`config.mk`:
```
export PLATFORM = sky130hd
export DESIGN_NAME = dds_tuner
export DESIGN_NICKNAME = d
export VERILOG_FILES = /design/src/rtl/dds_tuner.sv
export SDC_FILE = /design/constraint.sdc
export NUM_CORES = 1
export LEC_CHECK = 0
export ABC_AREA = 1
export BUFFER_PORTS_ARGS = -buffer_cell sky130_fd_sc_hd__buf_2
export CAP_MARGIN = 15
export CORE_ASPECT_RATIO = 1.4
export CORE_MARGIN = 10
export CORE_UTILIZATION = 45
export CTS_CLUSTER_SIZE = 30
export DETAILED_ROUTE_END_ITERATION = 16
export GPL_ROUTABILITY_DRIVEN = 0
export SYNTH_ARGS = -nofsm -noshare
export SYNTH_HDL_FRONTEND = slang
export SYNTH_SLANG_ARGS = --single-unit
```
`constraint.sdc`:
```
create_clock -name Clock -period 2.15 [get_ports Clock]
set_clock_uncertainty 0.1 [all_clocks]
set_input_delay 0.43 -clock Clock [delete_from_list [all_inputs] [get_ports Clock]]
set_output_delay 0.43 -clock Clock [all_outputs]
set_load 0.01 [all_outputs]
```
`src/rtl/dds_tuner.sv`:
```
// dds_tuner: encoder-tuned DDS channel.
// A quadrature encoder is synchronised and decoded into detent events. Each
// event moves a saturating tuning word by 1 << Step_i. A phase accumulator
// driven by that word feeds a registered square, saw or triangle output.
// Ports:
//   Clock, Reset          - clock; asynchronous active-low reset
//   EncoderA_i/B_i        - raw encoder channels (asynchronous, idle high)
//   Step_i                - step exponent for tuning updates
//   Mode_i                - 0 square, 1 saw, 2 triangle, 3 off
//   Enable_i              - accumulator advance enable
//   PhaseClear_i          - synchronous accumulator clear (wins over Enable_i)
//   TuningWord_o          - current tuning word
//   Changed_o             - one-cycle pulse after the tuning word changes
//   Signal_o              - registered accumulator MSB (0 in mode 3)
//   Wave_o                - registered waveform sample
module dds_tuner #(
    parameter int unsigned          ACC_WIDTH = 32,
    parameter int unsigned          TW_WIDTH  = 24,
    parameter int unsigned          OUT_WIDTH = 8,
    parameter logic [TW_WIDTH-1:0]  TW_RESET  = '0,
    parameter logic [TW_WIDTH-1:0]  TW_MIN    = '0,
    parameter logic [TW_WIDTH-1:0]  TW_MAX    = {TW_WIDTH{1'b1}},
    parameter int unsigned          STEP_BITS = 3
) (
    input  logic                 Clock,
    input  logic                 Reset,
    input  logic                 EncoderA_i,
    input  logic                 EncoderB_i,
    input  logic [STEP_BITS-1:0] Step_i,
    input  logic [1:0]           Mode_i,
    input  logic                 Enable_i,
    input  logic                 PhaseClear_i,
    output logic [TW_WIDTH-1:0]  TuningWord_o,
    output logic                 Changed_o,
    output logic                 Signal_o,
    output logic [OUT_WIDTH-1:0] Wave_o
);

    localparam int unsigned SUM_W = TW_WIDTH + 1;

    // Encoder synchronisers and decoder state
    logic              a_meta_q, a_sync_q, b_meta_q, b_sync_q;
    logic [1:0]        ab_c;
    logic [1:0]        prev_q;
    logic signed [2:0] cnt_q, cnt_d;
    logic              inc_q, inc_d, dec_q, dec_d;

    // Tuning word
    logic [TW_WIDTH-1:0] tw_q, tw_d;
    logic                changed_q, changed_d;
    logic [SUM_W-1:0]    step_c, sum_c, diff_c;

    // Phase accumulator and output stage
    logic [ACC_WIDTH-1:0] acc_q, acc_d;
    logic [OUT_WIDTH:0]   p_c;
    logic                 msb_c;
    logic                 signal_q, signal_d;
    logic [OUT_WIDTH-1:0] wave_q, wave_d;

    assign ab_c = {a_sync_q, b_sync_q};

    // Two-flop synchronisers; idle level is high
    always_ff @(posedge Clock or negedge Reset) begin
        if (!Reset) begin
            a_meta_q <= 1'b1;
            a_sync_q <= 1'b1;
            b_meta_q <= 1'b1;
            b_sync_q <= 1'b1;
        end else begin
            a_meta_q <= EncoderA_i;
            a_sync_q <= a_meta_q;
            b_meta_q <= EncoderB_i;
            b_sync_q <= b_meta_q;
        end
    end

    // Quadrature decode: count quarter steps, fire on a full detent into 11.
    // Every arrival at 11 clears the count, so bounces never accumulate.
    always_comb begin
        cnt_d = cnt_q;
        inc_d = 1'b0;
        dec_d = 1'b0;
        if (ab_c != prev_q) begin
            case ({prev_q, ab_c})
                4'b11_01, 4'b01_00, 4'b00_10, 4'b10_11: cnt_d = cnt_q + 3'sd1;
                4'b11_10, 4'b10_00, 4'b00_01, 4'b01_11: cnt_d = cnt_q - 3'sd1;
                default:                                cnt_d = cnt_q;
            endcase
            if (ab_c == 2'b11) begin
                inc_d = (prev_q == 2'b10) && (cnt_q == 3'sd3);
                dec_d = (prev_q == 2'b01) && (cnt_q == -3'sd3);
                cnt_d = '0;
            end
        end
    end

    always_ff @(posedge Clock or negedge Reset) begin
        if (!Reset) begin
            prev_q <= 2'b11;
            cnt_q  <= '0;
            inc_q  <= 1'b0;
            dec_q  <= 1'b0;
        end else begin
            prev_q <= ab_c;
            cnt_q  <= cnt_d;
            inc_q  <= inc_d;
            dec_q  <= dec_d;
        end
    end

    // Saturating tuning word update; one extra bit catches overflow/borrow
    always_comb begin
        step_c    = SUM_W'(1) << Step_i;
        sum_c     = {1'b0, tw_q} + step_c;
        diff_c    = {1'b0, tw_q} - step_c;
        tw_d      = tw_q;
        if (inc_q) begin
            tw_d = (sum_c > {1'b0, TW_MAX}) ? TW_MAX : sum_c[TW_WIDTH-1:0];
        end else if (dec_q) begin
            tw_d = (diff_c[TW_WIDTH] || (diff_c[TW_WIDTH-1:0] < TW_MIN))
                   ? TW_MIN : diff_c[TW_WIDTH-1:0];
        end
        changed_d = (tw_d != tw_q);
    end

    always_ff @(posedge Clock or negedge Reset) begin
        if (!Reset) begin
            tw_q      <= TW_RESET;
            changed_q <= 1'b0;
        end else begin
            tw_q      <= tw_d;
            changed_q <= changed_d;
        end
    end

    // Phase accumulator; clear has priority, wraps silently
    always_comb begin
        acc_d = acc_q;
        if (PhaseClear_i) begin
            acc_d = '0;
        end else if (Enable_i) begin
            acc_d = acc_q + ACC_WIDTH'(tw_q);
        end
    end

    // Waveform shaping from the top OUT_WIDTH+1 accumulator bits
    always_comb begin
        p_c      = acc_q[ACC_WIDTH-1 -: OUT_WIDTH+1];
        msb_c    = p_c[OUT_WIDTH];
        signal_d = (Mode_i != 2'd3) && msb_c;
        wave_d   = '0;
        case (Mode_i)
            2'd0:    wave_d = {OUT_WIDTH{msb_c}};
            2'd1:    wave_d = p_c[OUT_WIDTH:1];
            2'd2:    wave_d = msb_c ? ~p_c[OUT_WIDTH-1:0] : p_c[OUT_WIDTH-1:0];
            default: wave_d = '0;
        endcase
    end

    always_ff @(posedge Clock or negedge Reset) begin
        if (!Reset) begin
            acc_q    <= '0;
            signal_q <= 1'b0;
            wave_q   <= '0;
        end else begin
            acc_q    <= acc_d;
            signal_q <= signal_d;
            wave_q   <= wave_d;
        end
    end

    assign TuningWord_o = tw_q;
    assign Changed_o    = changed_q;
    assign Signal_o     = signal_q;
    assign Wave_o       = wave_q;

endmodule

```
==> flow_summary.json, run 1 <==
{
  "placed_cells": 1353,
  "fp.dieW_um": 122.5,
  "status": "complete, but fails checks",
  "avgSynthCellArea_um2": 6.688,
  "cp_slowest_cell": "fa_2",
  "drive_gt1_frac": 0.3954,
  "critPathTopFamily": "buffers and inverters",
  "ant_nets": 0,
  "final_common_cell": "nand2_1",
  "crit_fanout": 5,
  "slowest_delay_ns": 0.37,
  "clk_pin_slew_ns": 0.07,
  "diodes": 0,
  "hp-class": "in2reg",
  "ir_drop_mv": 1.002,
  "synth_top_family_by_area": "simple AND/OR/NAND/NOR gates",
  "hold_viol": 0,
  "relSlewSlack": 0.4338,
  "start_kind": "input port",
  "ff2ff_path_depth": 16,
  "cp_data_required_time_ns": 2.31,
  "port_buffers": 44,
  "cp.buffers_inverters": 8,
  "fin_cells": 1413,
  "grt_max_degree": 50,
  "synthSimpleGateAreaFrac": 0.3216,
  "critPathCapture": "TuningWord_o[22]",
  "rsz0062_at_grt": "yes",
  "power_frac_comb": 0.776,
  "routed_wl_mm": 21.87,
  "grt_usage": 0.2131,
  "antenna_found_initial": 0,
  "yosys_warnings": 0,
  "clk_latency_ns": 0.34,
  "wire_per_inst_um": 15.48,
  "num_vias": 7361,
  "fmax_ghz": 0.3823,
  "r2r_slack_ns": -0.44,
  "startpoint": "Step_i[2]",
  "synth_seq_cells": 77,
  "pre_cts_slack_ns": -0.8315,
  "htreeDepth": 3,
  "drt_iter0_drc": 486,
  "post-route-worst-setup-slack_ns": -0.4659,
  "cpMostUsedCell": "buf_6",
  "cts_max_path_buffers": 2,
  "fin_crit_ns": 2.616,
  "min_period_over_period": 1.217,
  "ys_seq_area_frac": 0.2921,
  "numCtsBuffers": 9,
  "layout.area.seq_um2": 1938,
  "core_area_um2": 14440,
  "synthAdderAreaFrac": 0.08768,
  "die_area_um2": 20040,
  "internal-power_uw": 8945,
  "routed_via_density": 5.209,
  "seq_power_share": 0.134,
  "yosys-top-cells-area": "dfrtp_1, nand2_1, ha_1",
  "cap_violations": 0,
  "fin_util": 0.6851,
  "pwr-share-clk": 0.090,
  "ys_async_sr_fraction": 1.000,
  "dr.pass1.iters": 5,
  "yosysTopAreaCell": "dfrtp_1",
  "dp.final_hpwl_mm": 15.92,
  "grt.overflow.total": 0,
  "syn-num-nets": 1045,
  "synth.cell_area_um2": 6621,
  "die_y_um": 163.5,
  "cp.arrival_ns": 2.77,
  "netSwitchingFraction": 0.4911,
  "synth_compound_area_frac": 0.1510,
  "muxShareOfSynthArea": 0,
  "std_cell_rows": 52,
  "dpl_cell_area_um2": 8174,
  "n_fill_cell": 1218,
  "synth-edff-count": 0,
  "cts_tree": "yes",
  "yosys.area.top_type_share": 0.2683,
  "nets": 1274,
  "r2r-end": "TuningWord_o[22]",
  "power_switching_uw": 8634,
  "grt_pass1_vias": 7160,
  "tightest_slew_ns": 0.8462,
  "end_kind": "register",
  "synth_xor_area_frac": 0.04365,
  "io_pins": 45,
  "grt_pass1_wl_mm": 34.53,
  "worst-setup-path-type": "in2reg",
  "final_area_um2": 9896,
  "floorplan.initialDensity": 0.4584,
  "multiInputGateArea_um2": 5021,
  "violations": "setup timing",
  "drc_errors": 0,
  "synth_ff_type": "dfrtp_1",
  "finalSetupViolations": 48,
  "synthToLayoutAreaGrowth_pct": 49.45,
  "leakage_uw": 0.004869,
  "synth_cells": 990,
  "worstReg2RegStart": "TuningWord_o[0]",
  "fin_setup_tns_ns": -9.559,
  "final_max_slew_viol_count": 0,
  "powerDensity_nw_per_um2": 1776,
  "path_depth": 18,
  "yosysUniqueCellTypes": 58,
  "clockRootBuffer": "clkbuf_16",
  "cts.sinks": 77,
  "cp_cell_sequence": "buf_8, buf_6, buf_6, nor3_4, inv_2, fa_2, inv_2, nand2_4, a21oi_4, nand2_2, nand2_4, buf_6, nand2_4, inv_4, buf_6, nand3_2, xor2_1, a22oi_2",
  "mostFrequentLayoutCells": "nand2_1, buf_4, inv_1"
}
## timing repair
item | 4_1_cts | 5_1_grt
hold buffers | 1 | 0
cloned | 2 | 0
buffers inserted | 27 | 23
setup endpoints to repair | 51 | 52
gates resized for setup | 142 | 146
hold endpoints to repair | 6 | 0
pin swaps | 50 | 79
## kinds of logic after synthesis
kind of cell / after synthesis
buffers and inverters: 168
flip-flops: 77
AO/OA/AOI/OAI: 174
adder cells (fa/ha/maj): 44
XOR/XNOR: 33
AND/OR/NAND/NOR: 494
## final cells by class
type                    instances  share of cell area
multi-input cells             747              0.5074
clock inverters                 6            0.007207
repair buffers                236              0.1830
clock buffers                  10             0.02415
flip-flops and latches         77              0.1959
inverters                     148             0.05854
well taps                     189             0.02390
## worst min-delay path by stage
| stage | start | endpoint | slack, ns | cells after the start |
|---|---|---|---|---|
| final | EncoderA_i | a_meta_q | 0.08 | 1 |
| after global routing | EncoderB_i | b_meta_q | 0.07 | 1 |
| after CTS | EncoderB_i | b_meta_q | 0.07 | 1 |
| after detailed placement | Reset | Wave_o[7] | 0.16 | 1 |
| after global placement | Reset | Wave_o[7] | 0.16 | 1 |
| after floorplan | Reset | Changed_o | 0.03 | 0 |
## power by group through the flow
stage,sequential (µW),clock (µW),combinational [µW]
6_report,2360,1570,13600
5_1_grt,2410,1660,14900
4_1_cts,2330,1620,11800
3_5_place_dp,2310,0,9990
3_3_place_gp,2310,0,9970
2_1_floorplan,2460,0,5860
## synthesized netlist by cell type (6+ instances only)
| library cell | instances |
|---|---|
| nand4_1 | 14 |
| xnor2_1 | 8 |
| nand3_1 | 68 |
| nor3_1 | 25 |
| ha_1 | 40 |
| clkbuf_1 | 7 |
| a21oi_1 | 74 |
| dfrtp_1 | 71 |
| inv_1 | 133 |
| xor2_1 | 25 |
| o21ai_0 | 53 |
| nor4_1 | 7 |
| o21ai_1 | 7 |
| inv_2 | 11 |
| nor2_1 | 85 |
| nand2_1 | 273 |
| dfstp_2 | 6 |
## routing by layer
| layer | vias up | part of all wire | GRT usage | wire [µm] |
|---|---|---|---|---|
| met5 | - | 0 | 0 | 0 |
| met4 | 0 | 0.023 | 0.07465 | 506 |
| met3 | 36 | 0.037 | 0.02903 | 812 |
| met2 | 169 | 0.53 | 0.3869 | 11610 |
| met1 | 3457 | 0.41 | 0.2473 | 8940 |
| li1 | 3699 | - | - | - |
## sequential cells by signal, indices dropped and copies added (netlist names)
signal / flops
Changed_o: 1
Signal_o: 1
TuningWord_o: 24
Wave_o: 8
a_meta_q: 1
a_sync_q: 1
acc_q: 32
b_meta_q: 1
b_sync_q: 1
cnt_q: 3
dec_q: 1
inc_q: 1
prev_q: 2
## per-stage QoR
stage                     total power [µW]  hold slack (ns)
final                                17580          0.08168
after global routing                 18980          0.07293
after CTS                            15720          0.07356
after detailed placement             12300           0.1590
after global placement               12290           0.1582
after floorplan                       8322          0.03441
(Power assumes the default switching activity.)
==> run 2: changes to the inputs <==
--- a/config.mk
+++ b/config.mk
@@ -13,7 +13,8 @@
 export CORE_UTILIZATION = 45
 export CTS_CLUSTER_SIZE = 30
 export DETAILED_ROUTE_END_ITERATION = 16
-export GPL_ROUTABILITY_DRIVEN = 0
+export GPL_ROUTABILITY_DRIVEN = 1
+export PLACE_DENSITY = 0.71
 export SYNTH_ARGS = -nofsm -noshare
 export SYNTH_HDL_FRONTEND = slang
 export SYNTH_SLANG_ARGS = --single-unit
==> flow_summary.json, run 2 (synthesis results as in run 1) <==
{
  "drt_iter0_drc": 591,
  "cp.arrival_ns": 2.86,
  "numCtsBuffers": 9,
  "dp.final_hpwl_mm": 15.70,
  "drive_gt1_frac": 0.3909,
  "hold_start": "EncoderB_i",
  "wire_per_inst_um": 17.27,
  "fp.dieW_um": 122.5,
  "die_y_um": 163.5,
  "final_max_slew_viol_count": 0,
  "clockRootBuffer": "clkbuf_16",
  "cts.sinks": 77,
  "crit_fanout": 4,
  "die_area_um2": 20040,
  "grt_pass1_wl_mm": 35.80,
  "end_kind": "register",
  "diodes": 0,
  "io_pins": 45,
  "post-route-worst-setup-slack_ns": -0.5890,
  "top_register": "acc_q",
  "power_switching_uw": 9052,
  "cts_tree": "yes",
  "num_vias": 7897,
  "r2r_slack_ns": -0.52,
  "cap_violations": 0,
  "gp_congestion": 0.9478,
  "htreeDepth": 3,
  "netSwitchingFraction": 0.5045,
  "start_kind": "input port",
  "tightest_slew_ns": 0.7699,
  "worstReg2RegStart": "TuningWord_o[0]",
  "fin_hold_ws_ns": 0.08332,
  "clk_pin_slew_ns": 0.06,
  "violations": "setup timing",
  "min_period_over_period": 1.274,
  "routed_wl_mm": 24.25,
  "synthToLayoutAreaGrowth_pct": 49.96,
  "cts_max_path_buffers": 2,
  "std_cell_rows": 52,
  "leakage_uw": 0.004841,
  "ant_nets": 0,
  "core_area_um2": 14440,
  "fin_util": 0.6875,
  "grt_max_degree": 50,
  "grt_usage": 0.2195,
  "relSlewSlack": 0.4835,
  "clk_latency_ns": 0.35,
  "floorplan.initialDensity": 0.4584,
  "pwr-share-clk": 0.089,
  "rsz0062_at_grt": "yes",
  "status": "complete, but fails checks",
  "dr.pass1.iters": 6,
  "fin_crit_ns": 2.739,
  "hp-class": "in2reg",
  "powerDensity_nw_per_um2": 1807,
  "drc_errors": 0,
  "finalSetupViolations": 41,
  "port_buffers": 44,
  "power_frac_comb": 0.774,
  "internal-power_uw": 8889,
  "antenna_found_initial": 0,
  "cp_data_required_time_ns": 2.27,
  "nets": 1265,
  "hold_viol": 0,
  "grt_pass1_vias": 7887,
  "seq_power_share": 0.137,
  "worst-setup-path-type": "in2reg",
  "mostFrequentLayoutCells": "nand2_1, buf_4, inv_1",
  "fmax_ghz": 0.3651,
  "final_common_cell": "nand2_1",
  "startpoint": "Step_i[2]",
  "routed_via_density": 5.625,
  "largest_reg_flops": 32,
  "grt.overflow.total": 0,
  "ir_drop_mv": 0.9104
}
==> run 2: cell types whose count changed in the layout (fill, tap and decap cells not counted), moves of 4 or more <==
cell | previous run | this run
buf_4 | 161 | 155
ha_1 | 25 | 13
ha_4 | 13 | 23
nand2_1 | 228 | 235
nand2_2 | 40 | 31
nand3_1 | 43 | 39
==> run 2: final timing paths <==
kind | end | cells past startpoint
max | Changed_o | 21
min | b_meta_q | 1
max reg2reg | Changed_o | 17
min reg2reg | b_sync_q | 0
max in group asynchronous | a_sync_q | 3
min in group asynchronous | Wave_o[2] | 2
==> run 2: layout make-up <==
| cell class | count | area (µm²) |
|---|---|---|
| inverter | 148 | 573.1 |
| timing repair buffer | 227 | 1744 |
| tap | 189 | 236.5 |
| fill | 1066 | 4514 |
| multi-input combinational | 747 | 5139 |
| clock inverter | 6 | 70.07 |
| clock buffer | 10 | 229.0 |
| sequential | 77 | 1938 |
==> run 2: power groups by stage <==
stage	clock, µW	combinational [µW]	sequential [µW]
2_1_floorplan	0	5860	2460
3_3_place_gp	0	9840	2320
3_5_place_dp	0	9990	2330
4_1_cts	1610	11300	2350
5_1_grt	1650	14900	2500
6_report	1600	13900	2460
==> run 2: worst max-delay path, cell delays in order <==
cell and delay (ns):
buf_8 0.10, buf_6 0.11, nor3_4 0.21, buf_4 0.15, ha_4 0.12, inv_2 0.04
fa_2 0.36, nand3_2 0.09, nand3_2 0.10, nand2_2 0.08, nand2_2 0.06, nor2_4 0.22
inv_2 0.09, nand2_1 0.09, nand2_2 0.08, nand2_4 0.09, nand2_1 0.06, nand2_1 0.08
nand3_1 0.09, nor2_1 0.12, nand3_1 0.08
==> run 2: per-stage QoR <==
| step | area [µm²] | TNS, ns | worst slack [ns] | cells | total power, µW |
|---|---|---|---|---|---|
| floorplan | 6701 | -3.282 | -0.3038 | 990 | 8322 |
| global placement | 8234 | -19.40 | -0.8596 | 1361 | 12160 |
| detailed placement | 8234 | -20.53 | -0.9037 | 1361 | 12320 |
| CTS | 9120 | -7.535 | -0.4622 | 1395 | 15250 |
| global route | 9930 | -14.76 | -0.6518 | 1404 | 19070 |
| finish | 9930 | -11.04 | -0.5890 | 1404 | 17940 |
==> run 2: repair_timing <==
action / 4_1_cts / 5_1_grt
pin swaps: 40 / 61
hold buffers: 1 / 0
gates resized for setup: 113 / 169
cloned: 2 / 0
buffers inserted: 17 / 12
hold endpoints to repair: 28 / 0
setup endpoints to repair: 50 / 51
==> run 2: layer usage <==
metal	GRT usage	part of all wire
met5	0	0
met3	0.03594	0.060
met2	0.4011	0.52
met4	0.1267	0.060
met1	0.2296	0.36
==> run 3: changes to the inputs <==
--- a/config.mk
+++ b/config.mk
@@ -15,6 +15,7 @@
 export DETAILED_ROUTE_END_ITERATION = 16
 export GPL_ROUTABILITY_DRIVEN = 1
 export PLACE_DENSITY = 0.71
+export RECOVER_POWER = 100
 export SYNTH_ARGS = -nofsm -noshare
 export SYNTH_HDL_FRONTEND = slang
 export SYNTH_SLANG_ARGS = --single-unit
==> flow_summary.json, run 3 (synthesis results as in run 1) <==
{
  "power_frac_comb": 0.771,
  "largest_reg_flops": 32,
  "final_max_slew_viol_count": 0,
  "fin_crit_ns": 2.722,
  "die_area_um2": 20040,
  "critPathTopFamily": "simple AND/OR/NAND/NOR gates",
  "core_area_um2": 14440,
  "fin_hold_ws_ns": 0.07949,
  "rsz0062_at_grt": "yes",
  "synthToLayoutAreaGrowth_pct": 47.68,
  "grt_pass1_vias": 7887,
  "placed_cells": 1361,
  "htreeDepth": 3,
  "pre_cts_slack_ns": -0.9037,
  "drt_iter0_drc": 612,
  "crit_fanout": 4,
  "diodes": 0,
  "pwr-share-clk": 0.091,
  "antenna_found_initial": 0,
  "cp_cell_sequence": "buf_8, buf_6, nor3_4, buf_4, ha_4, inv_2, fa_2, nand3_2, nand3_2, nand2_2, nand2_2, nor2_4, inv_2, nand2_1, nand2_2, nand2_4, nand2_1, nand2_1, nand3_1, nor2_1, nand3_1",
  "routed_wl_mm": 24.25,
  "std_cell_rows": 52,
  "drive_gt1_frac": 0.3564,
  "grt_max_degree": 50,
  "grt_usage": 0.2195,
  "status": "complete, but fails checks",
  "numCtsBuffers": 9,
  "power_switching_uw": 9041,
  "hp-class": "in2reg",
  "clk_pin_slew_ns": 0.06,
  "die_y_um": 163.5,
  "cts.sinks": 77,
  "cts_tree": "yes",
  "cp.arrival_ns": 2.85,
  "num_vias": 7930,
  "dpl_cell_area_um2": 8234,
  "start_kind": "input port",
  "top_register": "acc_q",
  "dp.final_hpwl_mm": 15.70,
  "tightest_slew_ns": 0.7901,
  "post-route-worst-setup-slack_ns": -0.5719,
  "fin_cells": 1404,
  "ant_nets": 0,
  "min_period_over_period": 1.266,
  "end_kind": "register",
  "ir_drop_mv": 0.9128,
  "clockRootBuffer": "clkbuf_16",
  "seq_power_share": 0.138,
  "port_buffers": 44,
  "powerDensity_nw_per_um2": 1811,
  "worst-setup-path-type": "in2reg",
  "grt.overflow.total": 0,
  "nets": 1265,
  "gp_congestion": 0.9478,
  "final_common_cell": "nand2_1",
  "cp.buffers_inverters": 5,
  "cp_data_required_time_ns": 2.28,
  "fin_util": 0.6770,
  "wire_per_inst_um": 17.27,
  "routed_via_density": 5.648,
  "relSlewSlack": 0.4700,
  "clk_latency_ns": 0.36,
  "cts_max_path_buffers": 2,
  "cp_slowest_cell": "fa_2",
  "mostFrequentLayoutCells": "nand2_1, buf_4, inv_1",
  "drc_errors": 0,
  "fp.dieW_um": 122.5,
  "violations": "setup timing",
  "grt_pass1_wl_mm": 35.80,
  "cap_violations": 0,
  "final_area_um2": 9778,
  "leakage_uw": 0.004718,
  "finalSetupViolations": 50,
  "floorplan.initialDensity": 0.4584,
  "fmax_ghz": 0.3674,
  "hold_viol": 0,
  "internal-power_uw": 8667,
  "netSwitchingFraction": 0.5106,
  "dr.pass1.iters": 5,
  "slowest_delay_ns": 0.35,
  "io_pins": 45
}
[run 3: layout make-up]
type,instances,area [µm²]
multi-input cells,747,5107
fillers,1110,4666
flip-flops and latches,77,1936
repair buffers,227,1627
inverters,148,573.1
well taps,189,236.5
clock buffers,10,229.0
clock inverters,6,70.07
[run 3: power groups by stage]
stage	logic (µW)	clock network [µW]	registers, µW
2_1_floorplan	5860	0	2460
3_3_place_gp	9840	0	2320
3_5_place_dp	9990	0	2330
4_1_cts	11300	1610	2350
5_1_grt	14700	1650	2480
6_report	13700	1610	2440
[run 3: per-layer routing]
layer / global-route usage / part of all wire
met4: 0.1267 / 0.060
met1: 0.2296 / 0.37
met5: 0 / 0
met2: 0.4011 / 0.52
met3: 0.03594 / 0.059
[run 3: path summary, 6_finish.rpt]
kind	startpoint	slack, ns	depth (start not counted)	to
min	EncoderB_i	0.08	1	b_meta_q
min reg2reg	b_meta_q	0.26	0	b_sync_q
max	Step_i[2]	-0.57	21	Changed_o
min in group asynchronous	Reset	0.59	2	Wave_o[2]
max reg2reg	TuningWord_o[0]	-0.50	17	Changed_o
max in group asynchronous	Reset	0.20	3	TuningWord_o[0]
[run 3: metrics by stage]
step                setup TNS, ns  total power [µW]
floorplan                  -3.282              8322
detailed placement         -20.53             12320
CTS                        -7.535             15250
global placement           -19.40             12160
finish                     -14.83             17710
global route               -19.91             18820
[run 3: repair_timing]
item                                    CTS  global route
resized for setup                       113           169
gates cloned                              2             0
hold buffers                              1             0
endpoints found under the setup margin   50            51
pin swaps                                40            61
setup buffers                            17            12
endpoints found under the hold margin    28             0
